==> config.mk <==
export PLATFORM = sky130hd
export DESIGN_NAME = dram_arbiter
export DESIGN_NICKNAME = d
export VERILOG_FILES = /design/src/rtl/dram_ctrl_pkg.sv /design/src/rtl/dram_lane_fmt.sv /design/src/rtl/dram_arbiter.sv
export SDC_FILE = /design/constraint.sdc
export NUM_CORES = 1
export LEC_CHECK = 0
export BUFFER_PORTS_ARGS = -buffer_cell sky130_fd_sc_hd__buf_2
export CELL_PAD_IN_SITES_DETAIL_PLACEMENT = 1
export CELL_PAD_IN_SITES_GLOBAL_PLACEMENT = 2
export CORE_ASPECT_RATIO = 1.5
export CORE_MARGIN = 2
export CORE_UTILIZATION = 25
export DETAILED_ROUTE_END_ITERATION = 8
export PLACE_DENSITY = 0.76
export SLEW_MARGIN = 10
export SYNTH_ARGS = -nofsm -noshare
export SYNTH_HDL_FRONTEND = slang
export SYNTH_SLANG_ARGS = --single-unit
==> constraint.sdc <==
create_clock -name clk -period 5.5 [get_ports clk]
set_input_delay 0.825 -clock clk [delete_from_list [all_inputs] [get_ports clk]]
set_output_delay 0.825 -clock clk [all_outputs]
set_load 0.005 [all_outputs]
==> src/rtl/dram_ctrl_pkg.sv <==
// Shared encodings and helpers for the DRAM arbiter / access sequencer.
package dram_ctrl_pkg;

    // Access size encodings on req_size
    localparam logic [1:0] SIZE_B = 2'b00;
    localparam logic [1:0] SIZE_H = 2'b01;
    localparam logic [1:0] SIZE_W = 2'b10;
    localparam logic [1:0] SIZE_X = 2'b11;

    typedef enum logic [1:0] {
        IDLE   = 2'b00,
        ACCESS = 2'b01,
        RDATA  = 2'b10,
        RESP   = 2'b11
    } state_t;

    // A request is rejected for an illegal size, a misaligned half/word, or an
    // address outside the DRAM window starting at base.
    function automatic logic req_error(input logic [1:0]  size,
                                       input logic [31:0] addr,
                                       input logic [31:0] base,
                                       input int unsigned addr_w);
        logic misalign;
        logic out_of_range;
        misalign     = (size == SIZE_X) ||
                       ((size == SIZE_H) && addr[0]) ||
                       ((size == SIZE_W) && (addr[1:0] != 2'b00));
        out_of_range = ((addr ^ base) >> (addr_w + 2)) != 32'd0;
        return misalign || out_of_range;
    endfunction

endpackage

==> src/rtl/dram_lane_fmt.sv <==
// Byte-lane formatting between byte-addressed requests and 32-bit DRAM words.
// Store side builds lane enables and replicated data; load side extracts and
// extends the addressed byte/half.
module dram_lane_fmt
    import dram_ctrl_pkg::*;
(
    input  logic [1:0]  st_size,
    input  logic [1:0]  st_off,
    input  logic [31:0] st_wdata,
    output logic [3:0]  st_be,
    output logic [31:0] st_data,
    input  logic [1:0]  ld_size,
    input  logic [1:0]  ld_off,
    input  logic        ld_unsigned,
    input  logic [31:0] ld_raw,
    output logic [31:0] ld_rdata
);

    logic [31:0]        ld_shifted;
    logic signed [7:0]  ld_byte;
    logic signed [15:0] ld_half;
    logic signed [31:0] ld_byte_ext;
    logic signed [31:0] ld_half_ext;

    // Store lane enables and replication of the right-justified store data
    always_comb begin
        st_be   = 4'b1111;
        st_data = st_wdata;
        case (st_size)
            SIZE_B: begin
                st_be   = 4'b0001 << st_off;
                st_data = {4{st_wdata[7:0]}};
            end
            SIZE_H: begin
                st_be   = 4'b0011 << st_off;
                st_data = {2{st_wdata[15:0]}};
            end
            default: begin
                st_be   = 4'b1111;
                st_data = st_wdata;
            end
        endcase
    end

    // Load extraction: shift addressed lane down, then sign/zero extend
    always_comb begin
        ld_shifted  = ld_raw >> {ld_off, 3'b000};
        ld_byte     = $signed(ld_shifted[7:0]);
        ld_half     = $signed(ld_shifted[15:0]);
        ld_byte_ext = ld_byte;
        ld_half_ext = ld_half;
        case (ld_size)
            SIZE_B:  ld_rdata = ld_unsigned ? {24'd0, ld_shifted[7:0]} : ld_byte_ext;
            SIZE_H:  ld_rdata = ld_unsigned ? {16'd0, ld_shifted[15:0]} : ld_half_ext;
            default: ld_rdata = ld_raw;
        endcase
    end

endmodule

==> src/rtl/dram_arbiter.sv <==
// Two-requester round-robin arbiter and access sequencer for the single-port
// DRAM (registered read, byte-enabled write).
module dram_arbiter
    import dram_ctrl_pkg::*;
#(
    parameter int          ADDR_W    = 10,
    parameter logic [31:0] BASE_ADDR = 32'h0000_0000
) (
    input  logic              clk,
    input  logic              rst,
    input  logic [1:0]        req_valid,
    output logic [1:0]        req_ready,
    input  logic [1:0]        req_we,
    input  logic [3:0]        req_size,
    input  logic [1:0]        req_unsigned,
    input  logic [63:0]       req_addr,
    input  logic [63:0]       req_wdata,
    output logic [1:0]        rsp_valid,
    output logic              rsp_err,
    output logic [31:0]       rsp_rdata,
    output logic [ADDR_W-1:0] mem_addr,
    output logic              mem_wr_en,
    output logic [3:0]        mem_wr_byte_en,
    output logic [31:0]       mem_wr_data,
    input  logic [31:0]       mem_rd_data
);

    state_t      state;
    logic        last_grant;
    logic        owner_q;
    logic        err_q;
    logic        we_q;
    logic [1:0]  size_q;
    logic [1:0]  off_q;
    logic        uns_q;

    logic        gnt_id;
    logic        gnt_any;
    logic        accept;
    logic        sel_we;
    logic [1:0]  sel_size;
    logic        sel_uns;
    logic [31:0] sel_addr;
    logic [31:0] sel_wdata;
    logic        sel_err;
    logic [3:0]  st_be;
    logic [31:0] st_data;
    logic [31:0] ld_rdata;

    // Round-robin pick: a lone requester wins, a tie goes against last_grant
    always_comb begin
        gnt_any   = |req_valid;
        gnt_id    = (req_valid == 2'b11) ? ~last_grant : req_valid[1];
        accept    = (state == IDLE) && gnt_any;
        req_ready = accept ? (2'b01 << gnt_id) : 2'b00;
        sel_we    = gnt_id ? req_we[1]        : req_we[0];
        sel_size  = gnt_id ? req_size[3:2]    : req_size[1:0];
        sel_uns   = gnt_id ? req_unsigned[1]  : req_unsigned[0];
        sel_addr  = gnt_id ? req_addr[63:32]  : req_addr[31:0];
        sel_wdata = gnt_id ? req_wdata[63:32] : req_wdata[31:0];
        sel_err   = req_error(sel_size, sel_addr, BASE_ADDR, ADDR_W);
    end

    dram_lane_fmt u_fmt (
        .st_size     (sel_size),
        .st_off      (sel_addr[1:0]),
        .st_wdata    (sel_wdata),
        .st_be       (st_be),
        .st_data     (st_data),
        .ld_size     (size_q),
        .ld_off      (off_q),
        .ld_unsigned (uns_q),
        .ld_raw      (mem_rd_data),
        .ld_rdata    (ld_rdata)
    );

    // Request attributes captured on accept; only read in later states
    always_ff @(posedge clk) begin
        if (accept) begin
            we_q   <= sel_we;
            size_q <= sel_size;
            off_q  <= sel_addr[1:0];
            uns_q  <= sel_uns;
        end
    end

    // Sequencer FSM driving the DRAM port and the response pulse
    always_ff @(posedge clk or posedge rst) begin
        if (rst) begin
            state          <= IDLE;
            last_grant     <= 1'b1;
            owner_q        <= 1'b0;
            err_q          <= 1'b0;
            rsp_valid      <= 2'b00;
            rsp_err        <= 1'b0;
            rsp_rdata      <= 32'd0;
            mem_addr       <= '0;
            mem_wr_en      <= 1'b0;
            mem_wr_byte_en <= 4'b0000;
            mem_wr_data    <= 32'd0;
        end else begin
            case (state)
                IDLE: begin
                    if (accept) begin
                        last_grant <= gnt_id;
                        owner_q    <= gnt_id;
                        err_q      <= sel_err;
                        state      <= ACCESS;
                        if (!sel_err) begin
                            mem_addr       <= sel_addr[ADDR_W+1:2];
                            mem_wr_en      <= sel_we;
                            mem_wr_byte_en <= sel_we ? st_be : 4'b0000;
                            mem_wr_data    <= st_data;
                        end
                    end
                end
                ACCESS: begin
                    mem_wr_en <= 1'b0;
                    if (!we_q && !err_q) begin
                        state <= RDATA;
                    end else begin
                        state     <= RESP;
                        rsp_valid <= 2'b01 << owner_q;
                        rsp_err   <= err_q;
                        rsp_rdata <= 32'd0;
                    end
                end
                RDATA: begin
                    state     <= RESP;
                    rsp_valid <= 2'b01 << owner_q;
                    rsp_err   <= 1'b0;
                    rsp_rdata <= ld_rdata;
                end
                default: begin
                    state     <= IDLE;
                    rsp_valid <= 2'b00;
                    rsp_err   <= 1'b0;
                    rsp_rdata <= 32'd0;
                end
            endcase
        end
    end

endmodule
==> impl_metrics.env, run 1 <==
export IMPL_status="finished clean"
export IMPL_cp_max_fo=57
export IMPL_drc_errors=0
export IMPL_cts_setup_buffers=0
export IMPL_worst_pin_slew_ps=913
export IMPL_p_switching_mw=0.943
export IMPL_grt_pass1_vias=5676
export IMPL_syn_to_final_growth_pct=33.6
export IMPL_finalSetupTns_ps=0
export IMPL_synthTopCellsByCount="nand2_1, dfrtp_1, o21ai_0"
export IMPL_max_vdd_ir_drop_uv=125
export IMPL_clkPwrFrac=0.274
export IMPL_grt_ovfl_total=0
export IMPL_endpoint_kind="flip-flop"
export IMPL_worstPathArrival_ps=3420
export IMPL_min_period_over_period=0.579
export IMPL_synth_edff_count=6
export IMPL_root_buffer="clkbuf_16"
export IMPL_initial_utilization=0.256
export IMPL_die_area_um2=22900
export IMPL_yosys_area_top_type="dfrtp_1"
export IMPL_first_iter_violations=191
export IMPL_drive_above_1_share=0.371
export IMPL_gp_congestion=0.798
export IMPL_relSlewSlack=0.389
export IMPL_syn_area_um2=5410
export IMPL_setup_violations=0
export IMPL_synth_most_common_cell="nand2_1"
export IMPL_drtAntennaViolNets=0
export IMPL_start_kind="input port"
export IMPL_layoutNonFillerInstCount=1113
export IMPL_cts_htree_levels=3
export IMPL_cp_cell_sequence="buf_2 > a21boi_4 > buf_4 > o211ai_1 > a32o_1 > o21ai_4 > buf_4 > mux2_4"
export IMPL_final_nets=1015
export IMPL_placed_cells=1096
export IMPL_skew_ps=14.4
export IMPL_avgSynthCellArea_um2=8.88
export IMPL_crit_type="in2reg"
export IMPL_cts_buffers=9
export IMPL_worst_path_most_repeated_cell="buf_4"
export IMPL_worstHoldPathType="reg2reg"
export IMPL_die_w_um=124
export IMPL_cts_tree="built"
export IMPL_die_h_um=184
export IMPL_std_cell_rows=65
export IMPL_crit_slowest_cell="buf_4"
export IMPL_seq_area_um2=2360
export IMPL_ctsResizeCount=0
export IMPL_hold_buffers=0
export IMPL_final_area_um2=7230
export IMPL_detailedPlace_worstSlack_ps=1870
export IMPL_cts_num_sinks=93
export IMPL_grt_max_degree=58
export IMPL_synth_async_reset_ratio=0.935
export IMPL_ys_warn_count=0
export IMPL_synthesis_nets=785
export IMPL_p_comb_frac=0.356
export IMPL_synth_area_leaders="dfrtp_1, nand2_1, mux2_4"
export IMPL_hold_viol_final=0
export IMPL_drt_wl_total_um=20300
export IMPL_place_area_um2=6900
export IMPL_dpl_hpwl_um=15900
export IMPL_grt_usage=0.178
export IMPL_synth_distinct_cells=47
export IMPL_totalPowerFinal_mw=2.59
export IMPL_num_io_pins=256
export IMPL_p_per_area_nw_per_um2=358
export IMPL_multi_input_area_um2=2810
export IMPL_fin_crit_ps=3190
export IMPL_maxSlewViolCount=0
export IMPL_routed_via_density=4.80
export IMPL_slowest_delay_ps=620
export IMPL_nFillCells=2602
export IMPL_postSynthCellCount=609
export IMPL_switching_share=0.365
export IMPL_synth_top_flop_cell="dfrtp_1"
export IMPL_core_area_um2=21100
export IMPL_leakagePower_nw=3.92
export IMPL_crit_required_ps=5740
export IMPL_clkLatencyLatePin_ps=360
export IMPL_synth_top_area_frac=0.398
export IMPL_path_clk_slew_ps=80
export IMPL_wire_per_inst_um=18.2
export IMPL_cts_buffer_depth=2
export IMPL_clock_fmax_mhz=314
export IMPL_grt_first_pass_wirelength_um=31100
export IMPL_portBuffers=255
export IMPL_fin_ws_ps=2310
export IMPL_antenna_found_initial=2
export IMPL_ys_seq_area_frac=0.436
export IMPL_drt_pass1_iter_count=4
export IMPL_max_cap_violations=0
export IMPL_rsz0062_at_grt="false"
export IMPL_synth_seq_cells=93
export IMPL_p_int_mw=1.64
export IMPL_routed_via_count=5347
export IMPL_p_seq_frac=0.370
-- power groups by stage --
stage               Combinational (mW)  Sequential, mW  Clock (mW)
global placement                 0.925           0.965           0
detailed placement               0.939           0.974           0
finish                           0.919           0.957       0.709
global route                      1.05           0.979       0.752
floorplan                        0.568           0.945           0
CTS                              0.944           0.961       0.731
-- worst max-delay path: cells and delay by family --
family / cells / cell delay [ps]
muxes: 1 / 350
buffers and inverters: 3 / 1230
AOI/OAI and AO/OA: 4 / 990
-- state kept, by name, indices dropped and copies added (netlist names) --
register / flops
state: 2
err_q: 1
off_q: 2
last_grant: 1
mem_addr: 10
mem_wr_byte_en: 4
mem_wr_data: 32
rsp_err: 1
rsp_rdata: 32
size_q: 2
uns_q: 1
we_q: 1
owner_q: 1
rsp_valid: 2
mem_wr_en: 1
-- final timing paths --
check | startpoint | to | slack (ps) | depth (start not counted)
max in group asynchronous | rst | rsp_rdata[8] | 3780 | 3
worst max-delay path | req_valid[1] | mem_wr_data[4] | 2310 | 8
worst min-delay path | rsp_rdata[4] | rsp_rdata[4] | 480 | 2
min in group asynchronous | rst | mem_addr[2] | 580 | 2
worst min register to register | rsp_rdata[4] | rsp_rdata[4] | 480 | 2
worst max register to register | last_grant | mem_wr_data[4] | 2410 | 7
-- cells by family after synthesis --
kind of cell             Yosys count  synth area share
AND/OR/NAND/NOR                  232             0.182
flip-flops                        93             0.436
XOR/XNOR                           1           0.00162
adder cells (fa/ha/maj)            4           0.00925
multiplexers                      56             0.131
AO/OA/AOI/OAI                    164             0.192
buffers and inverters             59            0.0477
-- through the flow --
stage / hold WS, ps / util
after global routing: 522 / 0.342
after CTS: 488 / 0.342
after global placement: 462 / 0.326
after floorplan: 473 / -
final: 482 / 0.342
after detailed placement: 470 / 0.326
-- metal layers --
metal	share of wire	up-vias	global-route usage	routed length (um)
li1	-	2589	-	-
met1	0.39	2563	0.197	7870
met2	0.53	172	0.328	10800
met3	0.062	21	0.0415	1250
met4	0.018	2	0.0580	365
met5	0.00064	-	0	13
-- layout make-up --
cell class                      count  area share
Antenna cell                        1    0.000346
Clock buffer                       10      0.0331
Clock inverter                      6      0.0126
Inverter                           16     0.00848
Multi-Input combinational cell    457       0.389
Sequential cell                    93       0.326
Tap cell                          268      0.0464
Timing Repair Buffer              262       0.184
-- cells in the final DEF (no fill, tap or decap), types with 2 or more instances in the layout --
cell	count
bufinv_16	2
mux2_4	26
a22oi_1	7
a22o_1	26
edfxtp_1	6
o221ai_1	5
o21a_1	4
inv_1	15
and3_1	2
nand3_1	13
inv_6	2
nand2b_1	16
o21ai_1	21
o211ai_1	11
a21o_1	2
nor2_1	15
nand2_1	166
dfrtp_1	86
buf_2	255
a21oi_1	24
nor4_1	6
a31oi_1	3
a211oi_1	3
mux2i_1	26
mux2_2	2
ha_1	4
or4_1	4
nor3_1	4
nor2b_1	3
buf_4	7
clkbuf_16	9
o21ai_0	50
No activity file was read; power rests on OpenSTA's default activity.
==> run 2, diff against run 1 <==
--- a/config.mk
+++ b/config.mk
@@ -10,9 +10,9 @@
 export CELL_PAD_IN_SITES_GLOBAL_PLACEMENT = 2
 export CORE_ASPECT_RATIO = 1.5
 export CORE_MARGIN = 2
-export CORE_UTILIZATION = 25
+export CORE_UTILIZATION = 23
 export DETAILED_ROUTE_END_ITERATION = 8
-export PLACE_DENSITY = 0.76
+export PLACE_DENSITY = 0.73
 export SLEW_MARGIN = 10
 export SYNTH_ARGS = -nofsm -noshare
 export SYNTH_HDL_FRONTEND = slang
==> constraint.sdc (replaced) <==
create_clock -name clk -period 2.77 [get_ports clk]
set_input_delay 0.4155 -clock clk [delete_from_list [all_inputs] [get_ports clk]]
set_output_delay 0.4155 -clock clk [all_outputs]
set_load 0.005 [all_outputs]
==> impl_metrics.env, run 2 (same netlist as run 1, synthesis figures left out) <==
export IMPL_status="finished clean"
export IMPL_relSlewSlack=0.547
export IMPL_antenna_found_initial=2
export IMPL_num_io_pins=256
export IMPL_drive_above_1_share=0.376
export IMPL_min_period_over_period=0.803
export IMPL_skew_ps=8.31
export IMPL_ctsResizeCount=0
export IMPL_drtAntennaViolNets=0
export IMPL_die_h_um=192
export IMPL_gp_congestion=0.786
export IMPL_hold_buffers=0
export IMPL_rsz0062_at_grt="false"
export IMPL_routed_via_density=4.59
export IMPL_drt_wl_total_um=20300
export IMPL_crit_type="reg2reg"
export IMPL_p_per_area_nw_per_um2=703
export IMPL_final_nets=1022
export IMPL_grt_ovfl_total=0
export IMPL_setup_violations=0
export IMPL_p_seq_frac=0.363
export IMPL_layout_common_cells="buf_2, nand2_1, dfrtp_1, o21ai_0"
export IMPL_maxSlewViolCount=0
export IMPL_finalSetupTns_ps=0
export IMPL_final_common_cell="buf_2"
export IMPL_clkLatencyLatePin_ps=350
export IMPL_p_comb_frac=0.358
export IMPL_seq_area_um2=2360
export IMPL_reg2reg_depth=7
export IMPL_leakagePower_nw=3.98
export IMPL_placed_cells=1150
export IMPL_worstHoldPathType="in2async"
export IMPL_portBuffers=255
export IMPL_p_int_mw=3.34
export IMPL_endpoint_kind="flip-flop"
export IMPL_cp_max_fo=22
export IMPL_dpl_hpwl_um=16000
export IMPL_drt_pass1_iter_count=4
export IMPL_clkPwrFrac=0.279
export IMPL_drc_errors=0
export IMPL_wire_per_inst_um=17.4
export IMPL_clock_fmax_mhz=449
export IMPL_start_kind="flip-flop"
export IMPL_totalPowerFinal_mw=5.19
export IMPL_cts_num_sinks=93
export IMPL_path_clk_slew_ps=70
export IMPL_die_area_um2=24800
export IMPL_cts_buffers=9
export IMPL_grt_pass1_vias=5646
export IMPL_fin_util=0.320
export IMPL_layoutNonFillerInstCount=1168
export IMPL_die_w_um=129
export IMPL_grt_usage=0.164
export IMPL_cts_setup_buffers=0
export IMPL_grt_max_degree=56
export IMPL_top_regs="mem_wr_data: 32 flops, rsp_rdata: 32 flops, mem_addr: 10 flops"
export IMPL_cts_tree="built"
export IMPL_fin_crit_ps=2230
export IMPL_cts_buffer_depth=2
export IMPL_grt_first_pass_wirelength_um=31300
export IMPL_max_vdd_ir_drop_uv=316
export IMPL_routed_via_count=5359
export IMPL_hold_viol_final=0
export IMPL_syn_to_final_growth_pct=36.5
export IMPL_p_switching_mw=1.85
export IMPL_max_cap_violations=0
export IMPL_initial_utilization=0.235
export IMPL_worstPathArrival_ps=2460
export IMPL_std_cell_rows=68
export IMPL_multi_input_area_um2=2810
export IMPL_nFillCells=2773
export IMPL_first_iter_violations=197
export IMPL_core_area_um2=23100
export IMPL_crit_required_ps=3010
export IMPL_root_buffer="clkbuf_16"
export IMPL_worst_pin_slew_ps=679
export IMPL_switching_share=0.357
export IMPL_cts_htree_levels=3
-- run 2: layout make-up --
class,instances,area share
timing repair buffer,269,0.191
clock buffer,11,0.0358
inverter,16,0.00848
sequential,93,0.320
clock inverter,5,0.0107
multi-input combinational,457,0.381
tap,315,0.0534
antenna,2,0.000678
-- run 2: power groups by stage --
stage | sequential, mW | combinational [mW] | clock [mW]
final | 1.89 | 1.86 | 1.45
after global routing | 1.93 | 2.11 | 1.56
after CTS | 1.90 | 1.92 | 1.49
after global placement | 1.91 | 1.89 | 0
after detailed placement | 1.92 | 1.92 | 0
after floorplan | 1.88 | 1.13 | 0
-- run 2: final timing paths --
path / from / end / slack (ps)
worst max register to register: last_grant / mem_wr_data[25] / 540
min in group clk: req_addr[37] / mem_addr[3] / 380
worst min register to register: rsp_rdata[3] / rsp_rdata[3] / 490
max in group asynchronous: rst / last_grant / 1900
worst max-delay path: last_grant / mem_wr_data[25] / 540
worst min-delay path: rst / mem_addr[3] / 130
-- run 2: metrics by stage --
stage	hold slack, ps	worst slack, ps	cell area [um^2]
after global placement	460	490	7030
final	131	545	7380
after CTS	154	499	7380
after floorplan	473	106	5410
after global routing	161	367	7380
after detailed placement	474	482	7030
-- run 2: metal layers --
metal	vias to the layer above	wire, um	track usage
li1	2598	-	-
met5	-	8	0
met3	22	1400	0.0499
met4	2	322	0.0439
met2	165	10700	0.300
met1	2572	7870	0.183
-- run 2: critical path, stage by stage (launching register included) --
cell,delay [ps]
dfstp_2,570
a21bo_2,270
mux2i_4,330
buf_4,300
nand2_1,80
o211ai_1,90
o21ai_0,160
mux2_4,310
==> run 3, diff against run 2 <==
--- a/config.mk
+++ b/config.mk
@@ -5,14 +5,15 @@
 export SDC_FILE = /design/constraint.sdc
 export NUM_CORES = 1
 export LEC_CHECK = 0
+export ABC_AREA = 1
 export BUFFER_PORTS_ARGS = -buffer_cell sky130_fd_sc_hd__buf_2
 export CELL_PAD_IN_SITES_DETAIL_PLACEMENT = 1
 export CELL_PAD_IN_SITES_GLOBAL_PLACEMENT = 2
 export CORE_ASPECT_RATIO = 1.5
 export CORE_MARGIN = 2
-export CORE_UTILIZATION = 23
+export CORE_UTILIZATION = 22
 export DETAILED_ROUTE_END_ITERATION = 8
-export PLACE_DENSITY = 0.73
+export PLACE_DENSITY = 0.74
 export SLEW_MARGIN = 10
 export SYNTH_ARGS = -nofsm -noshare
 export SYNTH_HDL_FRONTEND = slang
==> constraint.sdc (replaced) <==
create_clock -name clk -period 1.85 [get_ports clk]
set_input_delay 0.2775 -clock clk [delete_from_list [all_inputs] [get_ports clk]]
set_output_delay 0.2775 -clock clk [all_outputs]
set_load 0.005 [all_outputs]
==> impl_metrics.env, run 3 <==
export IMPL_status="finished, violations left"
export IMPL_violations="setup timing"
export IMPL_max_cap_violations=0
export IMPL_layout_common_cells="nand2_1, buf_2, dfrtp_1, nor2_1, nand3_1"
export IMPL_highest_layer="met4"
export IMPL_synth_edff_count=6
export IMPL_worstHoldPathType="in2reg"
export IMPL_min_period_over_period=1.03
export IMPL_synth_async_reset_ratio=0.935
export IMPL_diodes=0
export IMPL_p_comb_frac=0.435
export IMPL_detailedPlace_worstSlack_ps=0.281
export IMPL_drtAntennaViolNets=0
export IMPL_switching_share=0.390
export IMPL_routed_via_density=4.43
export IMPL_gp_congestion=0.806
export IMPL_syn_area_um2=5620
export IMPL_drc_errors=0
export IMPL_cts_tree="built"
export IMPL_worst_pin_slew_ps=494
export IMPL_path_clk_slew_ps=70
export IMPL_max_vdd_ir_drop_uv=441
export IMPL_skew_ps=11.0
export IMPL_setup_violations=38
export IMPL_wl_met3_um=954
export IMPL_synth_most_common_cell="nand2_1"
export IMPL_std_cell_rows=71
export IMPL_grt_max_degree=45
export IMPL_synth_seq_cells=93
export IMPL_p_seq_frac=0.328
export IMPL_fin_crit_ps=1900
export IMPL_clkLatencyLatePin_ps=370
export IMPL_rsz0062_at_grt="true"
export IMPL_clkPwrFrac=0.237
export IMPL_cts_buffers=9
export IMPL_crit_type="reg2reg"
export IMPL_hold_viol_final=0
export IMPL_grt_first_pass_wirelength_um=34300
export IMPL_ys_warn_count=0
export IMPL_cts_num_sinks=93
export IMPL_start_kind="flip-flop"
export IMPL_leakagePower_nw=4.72
export IMPL_p_int_mw=5.02
export IMPL_clock_fmax_mhz=527
export IMPL_p_per_area_nw_per_um2=978
export IMPL_synthTopCellsByCount="nand2_1, dfrtp_1, nor2_1"
export IMPL_synthesis_nets=948
export IMPL_top_regs="mem_wr_data: 32 flops, rsp_rdata: 32 flops, mem_addr: 10 flops"
export IMPL_syn_to_final_growth_pct=49.6
export IMPL_ys_seq_area_frac=0.419
export IMPL_dpl_hpwl_um=17800
export IMPL_synth_distinct_cells=37
export IMPL_avgSynthCellArea_um2=7.28
export IMPL_die_w_um=135
export IMPL_synth_top_area_frac=0.383
export IMPL_initial_utilization=0.224
export IMPL_synth_top_flop_cell="dfrtp_1"
export IMPL_totalPowerFinal_mw=8.23
export IMPL_root_buffer="clkbuf_16"
export IMPL_portBuffers=255
export IMPL_wire_per_inst_um=17.2
export IMPL_p_switching_mw=3.21
export IMPL_worstPathArrival_ps=2200
export IMPL_die_h_um=200
export IMPL_first_iter_violations=162
export IMPL_final_nets=1241
export IMPL_synth_area_leaders="dfrtp_1, nand2_1, nor2_1"
export IMPL_grt_ovfl_total=0
export IMPL_antenna_found_initial=0
export IMPL_routedLengthMet1_um=8880
export IMPL_cts_htree_levels=3
export IMPL_postSynthCellCount=772
export IMPL_drive_above_1_share=0.410
export IMPL_fin_ws_ps=-48.0
export IMPL_endpoint_kind="flip-flop"
export IMPL_grt_usage=0.166
export IMPL_relSlewSlack=0.670
export IMPL_drt_pass1_iter_count=4
export IMPL_num_io_pins=256
export IMPL_cts_buffer_depth=2
export IMPL_core_area_um2=25100
export IMPL_cp_max_fo=7
export IMPL_wl_met2_um=13500
export IMPL_die_area_um2=26900
export IMPL_routed_via_count=6198
export IMPL_grt_pass1_vias=6358
export IMPL_yosys_area_top_type="dfrtp_1"
export IMPL_crit_required_ps=2150
export IMPL_final_common_cell="nand2_1"
export IMPL_maxSlewViolCount=0
export IMPL_drt_wl_total_um=24100
run 3: cell types whose count changed in the layout (fill, tap and decap cells not counted), sizes merged, moves of 7 or more:
cell    previous run  this run
mux2              28         0
clkbuf            11        18
o22ai              0         8
inv               17        38
nand2            166       357
o21ai             72        39
a22oi              7         0
nand3             13        51
a22o              26         0
nand2b            16         0
nor2              15        79
buf              269       311
o31ai              1         8
mux2i             28        11
run 3: kinds of logic (layout without fill, tap and decap cells):
logic type / Yosys count / count (layout) / share of synthesized area
AND/OR/NAND/NOR: 491 / 491 / 0.365
AO/OA/AOI/OAI: 98 / 98 / 0.112
flip-flops: 93 / 93 / 0.419
buffers and inverters: 75 / 373 / 0.0757
multiplexers: 11 / 11 / 0.0196
adder cells (fa/ha/maj): 4 / 4 / 0.00890
run 3: metal layers:
| layer | vias to the layer above | track usage |
|---|---|---|
| li1 | 3058 | - |
| met1 | 2937 | 0.179 |
| met2 | 171 | 0.320 |
| met3 | 32 | 0.0250 |
| met4 | 0 | 0.0655 |
| met5 | - | 0 |
run 3: power groups by stage:
stage	Combinational [mW]	Clock, mW	Sequential, mW
2_1_floorplan	1.90	0	2.73
3_3_place_gp	3.19	0	2.74
3_5_place_dp	3.24	0	2.75
4_1_cts	3.36	2.02	2.71
5_1_grt	4.05	2.08	2.75
6_report	3.58	1.95	2.70
run 3: final timing paths:
check	start	endpoint	slack, ps	cells after the start
min in group asynchronous	rst	mem_wr_data[26]	490	3
min reg2reg	rsp_err	rsp_err	470	2
min	mem_rd_data[6]	rsp_rdata[6]	170	3
max in group asynchronous	rst	last_grant	740	4
max reg2reg	last_grant	err_q	-50	12
max	last_grant	err_q	-50	12
run 3: layout make-up:
type	instances	area, um^2
Tap cell	328	410
Clock inverter	6	60.1
Timing Repair Buffer	320	2100
Inverter	37	148
Sequential cell	93	2360
Clock buffer	10	239
Multi-Input combinational cell	604	3100
Fill cell	3142	16700
run 3: timing repair:
item	CTS	global route
pin swaps	1	25
setup buffers	7	11
endpoints found under the hold margin	17	0
setup endpoints to repair	2	51
cloned	0	11
gates resized for setup	6	91
hold buffers	1	0
run 3: metrics by stage:
stage	area (um^2)	utilization	setup TNS, ps	hold WS (ps)	instances
2_1_floorplan	5630	-	0	438	772
3_3_place_gp	7390	0.294	0	340	1352
3_5_place_dp	7390	0.294	0	344	1352
4_1_cts	7770	0.309	-168	153	1376
5_1_grt	8410	0.335	-4060	184	1398
6_report	8410	0.335	-866	170	1398
run 3: worst max-delay path, cell delays in order (launching register included):
cell and delay (ps):
dfstp_2 560, nand2_4 100, nand2_8 100, buf_6 130
nand2_1 60, nand2_2 80, nand2_2 70, nand2_4 70
nand2_4 70, nand3_4 110, buf_12 170, clkbuf_16 170
o21a_1 130
